`src/rtl/mega_ctx_xfer.sv`:
```
// Context save/restore engine: moves FIRST_REG..LAST_REG between the core
// register file and data RAM, one byte per register, stalling the core while busy.
module mega_ctx_xfer #(
  parameter int unsigned FIRST_REG = 0,
  parameter int unsigned LAST_REG  = 31,
  parameter int unsigned ADDR_W    = 16
) (
  input  logic              clk,
  input  logic              rst,
  input  logic              start_save,
  input  logic              start_restore,
  input  logic [ADDR_W-1:0] base_addr,
  output logic              busy,
  output logic              done,
  output logic [4:0]        rf_rd_addr,
  output logic              rf_read,
  output logic              rf_rd_16bit,
  input  logic [15:0]       rf_rd_data,
  output logic [4:0]        rf_rw_addr,
  output logic [15:0]       rf_rw_data,
  output logic              rf_rw_16bit,
  output logic              rf_write,
  output logic [ADDR_W-1:0] mem_addr,
  output logic [7:0]        mem_wdata,
  output logic              mem_wr,
  output logic              mem_rd,
  input  logic [7:0]        mem_rdata,
  input  logic              mem_ready
);

  localparam logic [4:0]        FIRST_IDX = 5'(FIRST_REG);
  localparam logic [4:0]        LAST_IDX  = 5'(LAST_REG);
  localparam logic [ADDR_W-1:0] PTR_ONE   = ADDR_W'(1);

  typedef enum logic [2:0] {
    S_IDLE,
    S_SAVE,
    S_RREQ,
    S_RWR,
    S_DONE
  } state_t;

  state_t            r_state;
  state_t            w_next;
  logic [4:0]        r_idx;
  logic [ADDR_W-1:0] r_ptr;
  logic [7:0]        r_hold;
  logic              w_idx_last;
  logic              w_unused_rd_hi;

  assign w_idx_last     = (r_idx == LAST_IDX);
  assign w_unused_rd_hi = ^rf_rd_data[15:8];

  always_ff @(posedge clk) begin
    if (rst) begin
      r_state <= S_IDLE;
    end else begin
      r_state <= w_next;
    end
  end

  // idx saturates at LAST_REG; the state change alone ends the transfer
  always_ff @(posedge clk) begin
    if (rst) begin
      r_idx  <= '0;
      r_ptr  <= '0;
      r_hold <= '0;
    end else begin
      case (r_state)
        S_IDLE: begin
          if (start_save || start_restore) begin
            r_idx <= FIRST_IDX;
            r_ptr <= base_addr;
          end
        end
        S_SAVE: begin
          if (mem_ready) begin
            r_ptr <= r_ptr + PTR_ONE;
            if (!w_idx_last) r_idx <= r_idx + 5'd1;
          end
        end
        S_RREQ: begin
          if (mem_ready) r_hold <= mem_rdata;
        end
        S_RWR: begin
          r_ptr <= r_ptr + PTR_ONE;
          if (!w_idx_last) r_idx <= r_idx + 5'd1;
        end
        default: ;
      endcase
    end
  end

  always_comb begin
    w_next = r_state;
    case (r_state)
      S_IDLE: begin
        if (start_save)         w_next = S_SAVE;
        else if (start_restore) w_next = S_RREQ;
      end
      S_SAVE:  if (mem_ready && w_idx_last) w_next = S_DONE;
      S_RREQ:  if (mem_ready) w_next = S_RWR;
      S_RWR:   w_next = w_idx_last ? S_DONE : S_RREQ;
      S_DONE:  w_next = S_IDLE;
      default: w_next = S_IDLE;
    endcase
  end

  always_comb begin
    busy        = (r_state != S_IDLE);
    done        = 1'b0;
    rf_rd_addr  = '0;
    rf_read     = 1'b0;
    rf_rd_16bit = 1'b0;
    rf_rw_addr  = '0;
    rf_rw_data  = '0;
    rf_rw_16bit = 1'b0;
    rf_write    = 1'b0;
    mem_addr    = '0;
    mem_wdata   = '0;
    mem_wr      = 1'b0;
    mem_rd      = 1'b0;
    case (r_state)
      S_SAVE: begin
        rf_read    = 1'b1;
        rf_rd_addr = r_idx;
        mem_wr     = 1'b1;
        mem_addr   = r_ptr;
        mem_wdata  = rf_rd_data[7:0];
      end
      S_RREQ: begin
        mem_rd   = 1'b1;
        mem_addr = r_ptr;
      end
      S_RWR: begin
        rf_write   = 1'b1;
        rf_rw_addr = r_idx;
        rf_rw_data = {8'h00, r_hold};
      end
      S_DONE:  done = 1'b1;
      default: ;
    endcase
  end

endmodule

```
`config.mk`:
```
export PLATFORM = sky130hd
export DESIGN_NAME = mega_ctx_xfer
export DESIGN_NICKNAME = d
export VERILOG_FILES = /design/src/rtl/mega_ctx_xfer.sv
export SDC_FILE = /design/constraint.sdc
export NUM_CORES = 1
export LEC_CHECK = 0
export BUFFER_PORTS_ARGS = -buffer_cell sky130_fd_sc_hd__buf_2
export CORE_ASPECT_RATIO = 1.1
export CORE_MARGIN = 10
export CORE_UTILIZATION = 32
export CTS_CLUSTER_SIZE = 14
export DETAILED_ROUTE_END_ITERATION = 10
export GPL_TIMING_DRIVEN = 1
export PLACE_DENSITY = 0.58
export SETUP_SLACK_MARGIN = 0.1
export SYNTH_ARGS = -nofsm -noshare
export SYNTH_HDL_FRONTEND = slang
export SYNTH_SLANG_ARGS = --single-unit
```
`constraint.sdc`:
```
create_clock -name clk -period 2.2 [get_ports clk]
set_input_delay 0.44 -clock clk [delete_from_list [all_inputs] [get_ports clk]]
set_output_delay 0.44 -clock clk [all_outputs]
set_load 0.01 [all_outputs]
```
==> flow_metrics.env, run 1 <==
export IMPL_holdPathEnd="r_hold[5]"
export IMPL_async_flop_share=0
export IMPL_hold_path_class="input pin to flip-flop"
export IMPL_seq_area_frac_synth=0.296
export IMPL_r2r_start="r_idx[0]"
export IMPL_clk_pin_slew_ns=0.07
export IMPL_required_ns=1.76
export IMPL_finClkSkew_ns=0.00937
export IMPL_finalWirelength_mm=6.64
export IMPL_drt_iter0_markers=85
export IMPL_startpoint="r_state[2]"
export IMPL_maxSlewViolCount=0
export IMPL_synthCells=286
export IMPL_hpwl_mm=5.02
export IMPL_r2r_cells=7
export IMPL_numCtsBuffers=5
export IMPL_critical_path_max_fanout=15
export IMPL_period_needed_ns=1.96
export IMPL_fin_setup_tns_ns=0
export IMPL_drt_pass1_iter_count=4
export IMPL_rr_endpoint="r_idx[3]"
export IMPL_fin_ws_ns=0.243
export IMPL_place_congestion=0.799
export IMPL_root_buffer="clkbuf_8"
export IMPL_grt_max_degree=29
export IMPL_initial_core_util=0.329
export IMPL_cp_end_kind="output pin"
export IMPL_grt_pass1_vias=2221
export IMPL_critical_path_class="flip-flop to output pin"
export IMPL_grt_usage=0.124
export IMPL_synth_edff_count=0
export IMPL_synth_ff_type="dfxtp_1"
export IMPL_fmax_mhz=511
export IMPL_num_rows=31
export IMPL_htreeDepth=2
export IMPL_core_area_sq_um=6590
export IMPL_hold_start="mem_rdata[5]"
export IMPL_cts_setup_buffers=0
export IMPL_io_buffers=84
export IMPL_dp_slack_ns=0.232
export IMPL_die_area_sq_um=10500
export IMPL_overflow=0
export IMPL_vias=2210
export IMPL_area_growth_pct=26.5
export IMPL_cts_sinks=32
export IMPL_startpoint_type="flip-flop"
export IMPL_drive_gt1_frac=0.314
export IMPL_ys_ff_latch=32
export IMPL_r2r_setup_slack_ns=0.41
export IMPL_io_pin_count=103
export IMPL_antenna_cells=0
export IMPL_viasPerCell=4.89
export IMPL_rsz0062_at_grt="false"
export IMPL_ys_types=56
export IMPL_die_h_um=106
export IMPL_fp_dieW_um=98.5
export IMPL_worst_skew_pair_late_latency_ns=0.28
export IMPL_clk_path_buf_depth=2
export IMPL_hold_depth=3
export IMPL_ant_nets=0
export IMPL_antenna_found_initial=0
export IMPL_syn_avg_cell_area_sq_um=7.58
export IMPL_drv_cap=0
export IMPL_period_share=0.889
export IMPL_cp_arrival_ns=1.52
export IMPL_yosys_warnings=0
export IMPL_route_detailed_drc=0
export IMPL_grt_pass1_wl_mm=11.0
export IMPL_cts_tree="yes"
export IMPL_syn_area_sq_um=2170
export IMPL_fin_nets=417
export IMPL_wl_per_cell_um=14.7
export IMPL_status="complete, no violations"
export IMPL_power_density_nw_per_um2=628
export IMPL_vdd_ir_drop_max_uv=308
export IMPL_p_leak_nw=1.34
export IMPL_setup_viol=0
export IMPL_hold_viol_final=0
[cells in the final DEF, fill, tap and decap left out, types with 2 or more instances in the layout]
master     n
a22o_1     2
nand4_1    2
inv_1      3
nand2_1   25
buf_2     84
a221oi_1   2
buf_4     13
a211oi_1   2
nor2b_1    2
nand2b_1   4
nor2_1    32
a22oi_1    2
clkbuf_8   6
and2_1    31
clkbuf_1   2
a31oi_1    3
nor3_1     4
and3_1    15
xor2_1     2
conb_1    10
mux2i_1    8
or3_1      3
nand3_2    2
ha_1       3
dfxtp_1   32
o21ai_0   15
a21oi_1   19
nor2_4     2
o31ai_1    4
nand3_1   11
o32ai_1    2
[kinds of logic after synthesis]
| group | share of synthesized area |
|---|---|
| compound gates | 0.174 |
| xor+xnor | 0.0121 |
| fa+ha+maj | 0.0173 |
| buf+inv | 0.0906 |
| flops | 0.296 |
| mux | 0.0370 |
| other cells | 0.00173 |
| simple gates | 0.372 |
[critical path, stage by stage (launching register included)]
cell and delay (ns):
dfxtp_1 0.57, nor2b_1 0.13, buf_4 0.20, and3_1 0.19, buf_2 0.14
[worst max-delay path by stage]
stage	endpoint	slack, ns	depth (start not counted)
floorplan	mem_addr[10]	0.50	5
global placement	mem_addr[7]	0.25	4
detailed placement	mem_addr[7]	0.23	4
CTS	mem_addr[7]	0.15	4
global route	rf_rd_addr[2]	0.13	4
finish	rf_rw_addr[1]	0.24	4
[through the flow]
step / utilization / power, mW / hold slack, ns / instances / cell area, sq um
floorplan: - / 1.07 / 0.452 / 295 / 2200
global placement: 0.400 / 1.24 / 0.464 / 444 / 2640
detailed placement: 0.400 / 1.25 / 0.478 / 444 / 2640
CTS: 0.414 / 1.74 / 0.383 / 452 / 2730
global route: 0.416 / 1.85 / 0.402 / 452 / 2740
finish: 0.416 / 1.72 / 0.389 / 452 / 2740
[repair_timing]
item | CTS | global route
cloned | 0 | 0
endpoints found under the hold margin | 0 | 0
setup endpoints to repair | 30 | 28
hold buffers | 0 | 0
gates resized for setup | 2 | 2
[sequential cells by signal, summed over array words and instances, names as in the netlist]
name / flops
r_hold: 8
r_idx: 5
r_ptr: 16
r_state: 3
[routing by layer]
| metal | GRT usage | wire length, um | up-vias |
|---|---|---|---|
| met4 | 0.0369 | 100 | 0 |
| met1 | 0.142 | 2790 | 984 |
| met5 | 0 | 0 | - |
| li1 | - | - | 1143 |
| met3 | 0.0492 | 527 | 10 |
| met2 | 0.208 | 3230 | 73 |
[Yosys cell counts, types with 2 or more instances]
cell,n,share of area
buf_1,2,0.0035
nor3_1,4,0.0092
a221oi_1,2,0.0081
nand3_1,11,0.025
nand4_1,2,0.0058
dfxtp_1,32,0.30
nor2b_1,2,0.0058
o32ai_1,2,0.0081
and2_1,31,0.089
inv_1,3,0.0052
ha_1,3,0.017
nand2_1,25,0.043
and3_1,15,0.043
clkbuf_1,8,0.014
a22oi_1,2,0.0069
a21oi_1,19,0.044
nand2b_1,4,0.012
nand3_2,2,0.0092
o31ai_1,4,0.014
xor2_1,2,0.0081
nor2_1,34,0.059
mux2i_1,8,0.037
buf_4,14,0.048
a31oi_1,3,0.0087
buf_2,3,0.0069
or3_1,3,0.0087
o21ai_0,15,0.035
a211oi_1,2,0.0069
a22o_1,2,0.0081
[power by group]
part	switching (mW)	total, mW	internal [mW]
Clock	0.222	0.477	0.255
Combinational	0.318	0.548	0.230
Sequential	0.0629	0.697	0.634
Total	0.603	1.72	1.12
[final cells by class]
| cell class | instances | area (sq um) |
|---|---|---|
| sequential | 32 | 641 |
| fill | 727 | 3850 |
| tap | 82 | 103 |
| multi-input combinational | 230 | 1380 |
| inverter | 3 | 11.3 |
| clock buffer | 8 | 90.1 |
| timing repair buffer | 97 | 518 |
(Power assumes the default switching activity.)
==> run 2, diff against run 1 <==
- BUFFER_PORTS_ARGS: -buffer_cell sky130_fd_sc_hd__buf_2 -> -buffer_cell sky130_fd_sc_hd__clkbuf_2
- CTS_CLUSTER_DIAMETER: default -> 40
==> run 2 against run 1 <==
Sequential share of layout area is essentially flat. Clock power grew 2%. Highest routed layer unchanged. Critical path depth grew 1. Cell area is essentially flat. Largest cell class unchanged. Via count shrank 0.32%.
==> flow_metrics.env, run 2 (same netlist as run 1, synthesis figures left out) <==
export IMPL_status="complete, no violations"
export IMPL_root_buffer="clkbuf_8"
export IMPL_viasPerCell=4.86
export IMPL_place_congestion=0.804
export IMPL_final_common_cell="clkbuf_2"
export IMPL_drt_pass1_iter_count=5
export IMPL_finClkSkew_ns=0.00367
export IMPL_regArea_sq_um=641
export IMPL_pwr_share_seq=0.402
export IMPL_cp_arrival_ns=1.52
export IMPL_switching_share=0.355
export IMPL_vias=2203
export IMPL_critical_path_max_fanout=15
export IMPL_io_pin_count=103
export IMPL_hold_depth=3
export IMPL_clk_path_buf_depth=2
export IMPL_fin_nets=418
export IMPL_p_leak_nw=1.32
export IMPL_clk_pin_slew_ns=0.07
export IMPL_worst_skew_pair_late_latency_ns=0.29
export IMPL_wl_per_cell_um=14.3
export IMPL_finalWirelength_mm=6.49
export IMPL_period_needed_ns=1.96
export IMPL_r2r_setup_slack_ns=0.41
export IMPL_maxSlewViolCount=0
export IMPL_htreeDepth=2
export IMPL_rr_endpoint="r_idx[3]"
export IMPL_regMostFlops="r_ptr"
export IMPL_final_util=0.416
export IMPL_ant_nets=0
export IMPL_r2r_start="r_idx[0]"
export IMPL_grt_pass1_vias=2106
export IMPL_fillCellCount=694
export IMPL_die_area_sq_um=10500
export IMPL_fmax_mhz=509
export IMPL_cts_tree="yes"
export IMPL_cp_end_kind="output pin"
export IMPL_power_density_nw_per_um2=630
export IMPL_hold_start="mem_rdata[3]"
export IMPL_required_ns=1.76
export IMPL_hold_path_class="input pin to flip-flop"
export IMPL_setup_viol=0
export IMPL_grt_pass1_wl_mm=10.3
export IMPL_intPower_mw=1.11
export IMPL_antenna_cells=0
export IMPL_io_buffers=84
export IMPL_startpoint_type="flip-flop"
export IMPL_cts_sinks=32
export IMPL_reg_top3="r_ptr x16, r_hold x8, r_idx x5"
export IMPL_num_rows=31
export IMPL_p_sw_mw=0.613
export IMPL_holdPathEnd="r_hold[3]"
export IMPL_pwr_share_clk=0.281
export IMPL_core_area_sq_um=6590
export IMPL_die_h_um=106
export IMPL_fp_dieW_um=98.5
export IMPL_layout_common_cells="84 x clkbuf_2, 33 x nor2_1, 32 x dfxtp_1"
export IMPL_startpoint="r_state[2]"
export IMPL_grt_usage=0.116
export IMPL_r2r_cells=7
export IMPL_hpwl_mm=5.00
export IMPL_multi_input_area_sq_um=1370
export IMPL_drt_iter0_markers=89
export IMPL_route_detailed_drc=0
export IMPL_area_growth_pct=26.6
export IMPL_grt_max_degree=29
export IMPL_hold_viol_final=0
export IMPL_period_share=0.893
export IMPL_critical_path_class="flip-flop to output pin"
export IMPL_drv_cap=0
export IMPL_numCtsBuffers=5
export IMPL_largest_register_ffs=16
export IMPL_rsz0062_at_grt="false"
export IMPL_initial_core_util=0.329
export IMPL_comb_power_share=0.316
export IMPL_antenna_found_initial=0
export IMPL_vdd_ir_drop_max_uv=306
export IMPL_fin_setup_tns_ns=0
export IMPL_drive_gt1_frac=0.318
export IMPL_overflow=0
run 2: changes by cell type in the layout (fill, tap and decap cells not counted):
cell | before | now
clkbuf_1 | 2 | 0
nor2_1 | 32 | 33
clkinv_2 | 0 | 2
buf_2 | 84 | 0
buf_4 | 13 | 14
clkbuf_2 | 0 | 84
nor2_4 | 2 | 1
run 2: repair_timing:
item	CTS	global route
buffers inserted	0	0
resized for setup	1	1
cloned	0	0
hold buffers	0	0
hold endpoints to repair	0	0
setup endpoints to repair	15	6
run 2: per-layer routing:
metal  track usage  wire length (um)
met2         0.188              3060
met3        0.0563               668
met4        0.0328                72
met5             0                 0
met1         0.132              2680
run 2: critical path, cell delays in order, from the launching register on:
cell and delay [ns]:
dfxtp_1 0.56, nand2b_1 0.19, nor2_1 0.05, buf_4 0.17
and2_1 0.15, clkbuf_2 0.12
run 2: worst max-delay path by stage:
stage	cells past startpoint	to
6_report	5	rf_rd_addr[1]
5_1_grt	3	done
4_1_cts	4	mem_addr[7]
3_5_place_dp	4	mem_addr[7]
3_3_place_gp	4	mem_addr[7]
2_1_floorplan	5	mem_addr[10]
run 2: final cells by class:
type                       instances  share of cell area
tap                               82              0.0374
sequential                        32               0.233
inverter                           3             0.00410
timing repair buffer              98               0.192
multi-input combinational        230               0.500
clock inverter                     2             0.00365
clock buffer                       6              0.0301
run 2: power groups by stage:
stage / Clock, mW / Sequential, mW / Combinational, mW
after global routing: 0.524 / 0.703 / 0.613
after detailed placement: 0 / 0.708 / 0.549
after CTS: 0.501 / 0.694 / 0.553
after floorplan: 0 / 0.689 / 0.381
final: 0.486 / 0.695 / 0.547
after global placement: 0 / 0.708 / 0.542
run 2: per-stage QoR:
stage | power, mW | std cells | setup WS (ns) | hold WS (ns) | instance area [sq um]
floorplan | 1.07 | 295 | 0.502 | 0.452 | 2200
global placement | 1.25 | 445 | 0.280 | 0.464 | 2640
detailed placement | 1.26 | 445 | 0.239 | 0.477 | 2640
CTS | 1.75 | 453 | 0.166 | 0.379 | 2740
global route | 1.84 | 453 | 0.126 | 0.409 | 2740
finish | 1.73 | 453 | 0.236 | 0.386 | 2740
